`src/rtl/dvi_pkg.sv`:
```
// Shared DVI definitions: TMDS symbol type,
// control-period codes and a byte popcount.
package dvi_pkg;

  typedef logic [9:0] tmds_sym_t;

  localparam tmds_sym_t CTRL_00 = 10'b1101010100;
  localparam tmds_sym_t CTRL_01 = 10'b0010101011;
  localparam tmds_sym_t CTRL_10 = 10'b0101010100;
  localparam tmds_sym_t CTRL_11 = 10'b1010101011;

  function automatic logic [3:0] popcount(
    input logic [7:0] v
  );
    logic [3:0] n;
    n = '0;
    for (int i = 0; i < 8; i++) begin
      n = n + 4'(v[i]);
    end
    return n;
  endfunction

endpackage

```
`src/rtl/tmds_encoder.sv`:
```
// Single-channel DVI TMDS encoder: 8b/10b with
// transition minimisation and running DC balance.
module tmds_encoder
  import dvi_pkg::*;
#(
  parameter int CNT_W = 5
) (
  input  logic                    clk,
  input  logic                    rst,
  input  logic                    de,
  input  logic [7:0]              d,
  input  logic [1:0]              c,
  output tmds_sym_t               q,
  output logic signed [CNT_W-1:0] disp
);

  localparam logic signed [CNT_W-1:0] ZERO = '0;
  localparam logic signed [CNT_W-1:0] TWO = CNT_W'(2);
  localparam logic signed [CNT_W-1:0] EIGHT = CNT_W'(8);

  logic [3:0] n1d;
  logic       use_xnor;
  logic [8:0] qm;

  logic [8:0] qm_r;
  logic       de_r;
  logic [1:0] c_r;

  logic [3:0]              n1;
  logic signed [CNT_W-1:0] n1_s;
  logic signed [CNT_W-1:0] bal;
  logic signed [CNT_W-1:0] cnt;
  logic signed [CNT_W-1:0] cnt_nx;
  logic                    case_a;
  logic                    case_b;
  tmds_sym_t               sym_nx;

  always_comb begin
    qm = '0;
    n1d = popcount(d);
    use_xnor = (n1d > 4'd4) ||
               (n1d == 4'd4 && !d[0]);
    qm[0] = d[0];
    for (int i = 1; i < 8; i++) begin
      qm[i] = use_xnor ? ~(qm[i-1] ^ d[i])
                       : (qm[i-1] ^ d[i]);
    end
    qm[8] = ~use_xnor;
  end

  always_ff @(posedge clk or posedge rst) begin
    if (rst) begin
      qm_r <= '0;
      de_r <= 1'b0;
      c_r  <= 2'b00;
    end else begin
      qm_r <= qm;
      de_r <= de;
      c_r  <= c;
    end
  end

  // bal = n1 - n0 = 2*n1 - 8
  always_comb begin
    n1 = popcount(qm_r[7:0]);
    n1_s = CNT_W'(n1);
    bal = (n1_s <<< 1) - EIGHT;
    case_a = (cnt == ZERO) || (bal == ZERO);
    case_b = (cnt > ZERO && bal > ZERO) ||
             (cnt < ZERO && bal < ZERO);
    sym_nx = CTRL_00;
    cnt_nx = ZERO;
    if (de_r) begin
      unique case (1'b1)
        case_a: begin
          sym_nx = {~qm_r[8], qm_r[8],
                    qm_r[8] ? qm_r[7:0]
                            : ~qm_r[7:0]};
          cnt_nx = qm_r[8] ? cnt + bal
                           : cnt - bal;
        end
        case_b: begin
          sym_nx = {1'b1, qm_r[8], ~qm_r[7:0]};
          cnt_nx = cnt + (qm_r[8] ? TWO : ZERO)
                 - bal;
        end
        default: begin
          sym_nx = {1'b0, qm_r[8], qm_r[7:0]};
          cnt_nx = cnt + bal
                 - (qm_r[8] ? ZERO : TWO);
        end
      endcase
    end else begin
      unique case (c_r)
        2'b00: sym_nx = CTRL_00;
        2'b01: sym_nx = CTRL_01;
        2'b10: sym_nx = CTRL_10;
        2'b11: sym_nx = CTRL_11;
      endcase
    end
  end

  always_ff @(posedge clk or posedge rst) begin
    if (rst) begin
      q   <= CTRL_00;
      cnt <= ZERO;
    end else begin
      q   <= sym_nx;
      cnt <= cnt_nx;
    end
  end

  assign disp = cnt;

endmodule

```
`config.mk`:
```
export PLATFORM = sky130hd
export DESIGN_NAME = tmds_encoder
export DESIGN_NICKNAME = d
export VERILOG_FILES = /design/src/rtl/dvi_pkg.sv /design/src/rtl/tmds_encoder.sv
export SDC_FILE = /design/constraint.sdc
export NUM_CORES = 1
export LEC_CHECK = 0
export BUFFER_PORTS_ARGS = -buffer_cell sky130_fd_sc_hd__buf_2
export CAP_MARGIN = 25
export CORE_UTILIZATION = 40
export CTS_CLUSTER_SIZE = 16
export DETAILED_ROUTE_END_ITERATION = 12
export PLACE_DENSITY = 0.7
export SLEW_MARGIN = 25
export SYNTH_ARGS = -nofsm -noshare
export SYNTH_HDL_FRONTEND = slang
export SYNTH_SLANG_ARGS = --single-unit
```
`constraint.sdc`:
```
create_clock -name clk -period 8.51 [get_ports clk]
set_input_delay 1.702 -clock clk [delete_from_list [all_inputs] [get_ports clk]]
set_output_delay 1.702 -clock clk [all_outputs]
set_load 0.005 [all_outputs]
```
==> flow_metrics.py <==
metrics = {
    "route": {
        "detail-route-antenna-nets": 0,
        "drt_iter0_markers": 99,
        "drc": 0,
        "wl_per_cell_um": 12.3,
        "vias": 1356,
        "first_pass_iters": 4,
        "via_per_inst": 4.64,
        "wl_mm": 3.58,
    },
    "yosys": {
        "synth_cell_types": 39,
        "ys_top_cells_by_area": "dfrtp_1 27%, ha_1 14%, fa_1 13%, inv_1 7.1%, dfstp_2 6.3%",
        "synthCells": 196,
        "synth-edff-count": 0,
        "ys_seq_area_share_pct": 32.9,
        "synth_common_cells": "39 x inv_1, 24 x ha_1, 22 x dfrtp_1, 16 x nor2_1",
        "yosys_warnings": 0,
        "ys.flop_type": "dfrtp_1",
        "yosysTopAreaCellShare_pct": 26.5,
        "synth-seq-cells": 27,
        "syn_nets": 246,
        "async_reset_ff_share_pct": 100,
        "yosysMostFrequentCell": "inv_1",
        "synth_top_area_cell": "dfrtp_1",
        "avgSynthCellArea_um2": 10.6,
        "synth_area_um2": 2080,
    },
    "sta": {
        "skew_ns": 0.00520,
        "tns_ns": 0,
        "hold_violations": 0,
        "tightest_slew_ns": 0.541,
        "period_needed_ns": 4.78,
        "fmax_mhz": 209,
        "fin_ws_ns": 3.73,
        "setup_violations": 0,
        "period_share_pct": 56.2,
        "rsz0062_at_grt": "no",
        "maxSlewHeadroom_pct": 63.9,
        "drv_slew": 0,
    },
    "clocking": {
        "clk_pin_slew_ns": 0.09,
        "postCtsSetupRepairBufs": 0,
        "clock-sinks": 27,
        "cts_resized": 0,
        "cts_root_buf": "clkbuf_8",
        "cts.htree.levels": 1,
        "clockBufferDepth": 2,
        "hold_buffers": 0,
        "cts_buffers": 3,
        "clk-insertion-delay-late_ns": 0.27,
        "cts_tree": "built",
    },
    "die": {
        "dieHeight_um": 74.0,
        "die_w_um": 74.0,
        "boundaryPins": 28,
        "start_util_pct": 42.8,
        "rows": 25,
        "coreArea_um2": 4850,
        "dieArea_um2": 5480,
    },
    "global_routing": {
        "grt_pass1_vias": 1382,
        "grtUsageTotal_pct": 15.1,
        "overflow": 0,
        "grt_max_degree": 28,
        "grt_pass1_wl_mm": 6.34,
        "antenna_found_initial": 0,
    },
    "final_layout": {
        "fillCellCount": 462,
        "drive_gt1_share_pct": 20.0,
        "fin_cells": 292,
        "fin_nets": 276,
        "diodes": 0,
        "area_delta_synth_final_pct": 12.0,
    },
    "outcome": {
        "status": "completed",
    },
    "worst_setup_path": {
        "path_max_fanout": 4,
        "crit_path_start": "d[0]",
        "arrival_ns": 4.93,
        "cp-start-kind": "input port",
        "rr_startpoint": "qm_r[0]",
        "crit_required_ns": 8.66,
        "endpoint_kind": "flip-flop",
        "crit_type": "in2reg",
    },
    "min_path": {
        "worstHoldPathType": "reg2reg",
        "hp-start": "disp[0]",
    },
    "placed_design": {
        "dp_hpwl_mm": 2.93,
        "placed_cells": 288,
        "gp_congestion": 0.835,
        "post-place-ws_ns": 3.44,
        "portBuffers": 27,
    },
    "flow_run": {
        "cap_violations": 0,
    },
}
[final timing paths]
check | cells past startpoint | endpoint | slack [ns]
max | 12 | qm_r[7] | 3.73
min | 1 | disp[0] | 0.54
max reg2reg | 17 | disp[4] | 3.99
min reg2reg | 1 | disp[0] | 0.54
max in group asynchronous | 2 | q[2] | 6.68
min in group asynchronous | 2 | q[5] | 1.47
[registers in the layout (all words and copies together), names as in the netlist]
name and count:
c_r 2, de_r 1, disp 5, q 10
qm_r 9
[critical path: stages]
cell     delay, ns
buf_2         0.10
inv_1         0.08
fa_1          0.56
fa_1          0.44
fa_1          0.50
inv_1         0.04
ha_1          0.20
fa_1          0.49
nor3_1        0.05
o22ai_1       0.45
xnor2_2       0.16
xnor2_1       0.15
[cell type report]
class	instances	area [µm²]	area share (%)
timing repair buffer	27	135	5.81
tap	67	83.8	3.61
clock buffer	4	45.0	1.94
inverter	39	146	6.30
sequential	27	682	29.3
multi-input combinational	128	1230	53.0
[per-layer routing]
metal / up-vias / GRT usage (%) / part of all wire, %
li1: 689 / - / -
met1: 630 / 19.8 / 47
met2: 35 / 26.7 / 48
met3: 2 / 2.85 / 4.1
met4: 0 / 1.92 / 0.70
met5: - / 0 / 0
[cell usage in the layout (no fill, tap or decap), types with 5 or more instances in the layout]
cell type and n:
a21oi_1 8, buf_2 27, dfrtp_1 22, dfstp_2 5
fa_1 13, ha_1 24, inv_1 38, nor2_1 16
o21ai_0 7, o21ai_1 5, xnor2_1 13
[logic make-up after synthesis]
kind of cell,synth area share (%)
compound gates,12.7
mux,1.93
fa+ha+maj,27.0
buf+inv,7.78
flops,32.9
simple gates,6.51
xor+xnor,11.2
[through the flow]
stage               hold WS, ns  utilization (%)  area [µm²]
floorplan                 0.502                -        2080
global placement          0.510             47.0        2280
detailed placement        0.520             47.0        2280
CTS                       0.540             47.9        2320
global route              0.582             47.9        2320
finish                    0.538             47.9        2320
Power is not shown: default switching activity piles up to over one toggle a cycle in this logic, so the estimate is an artifact.
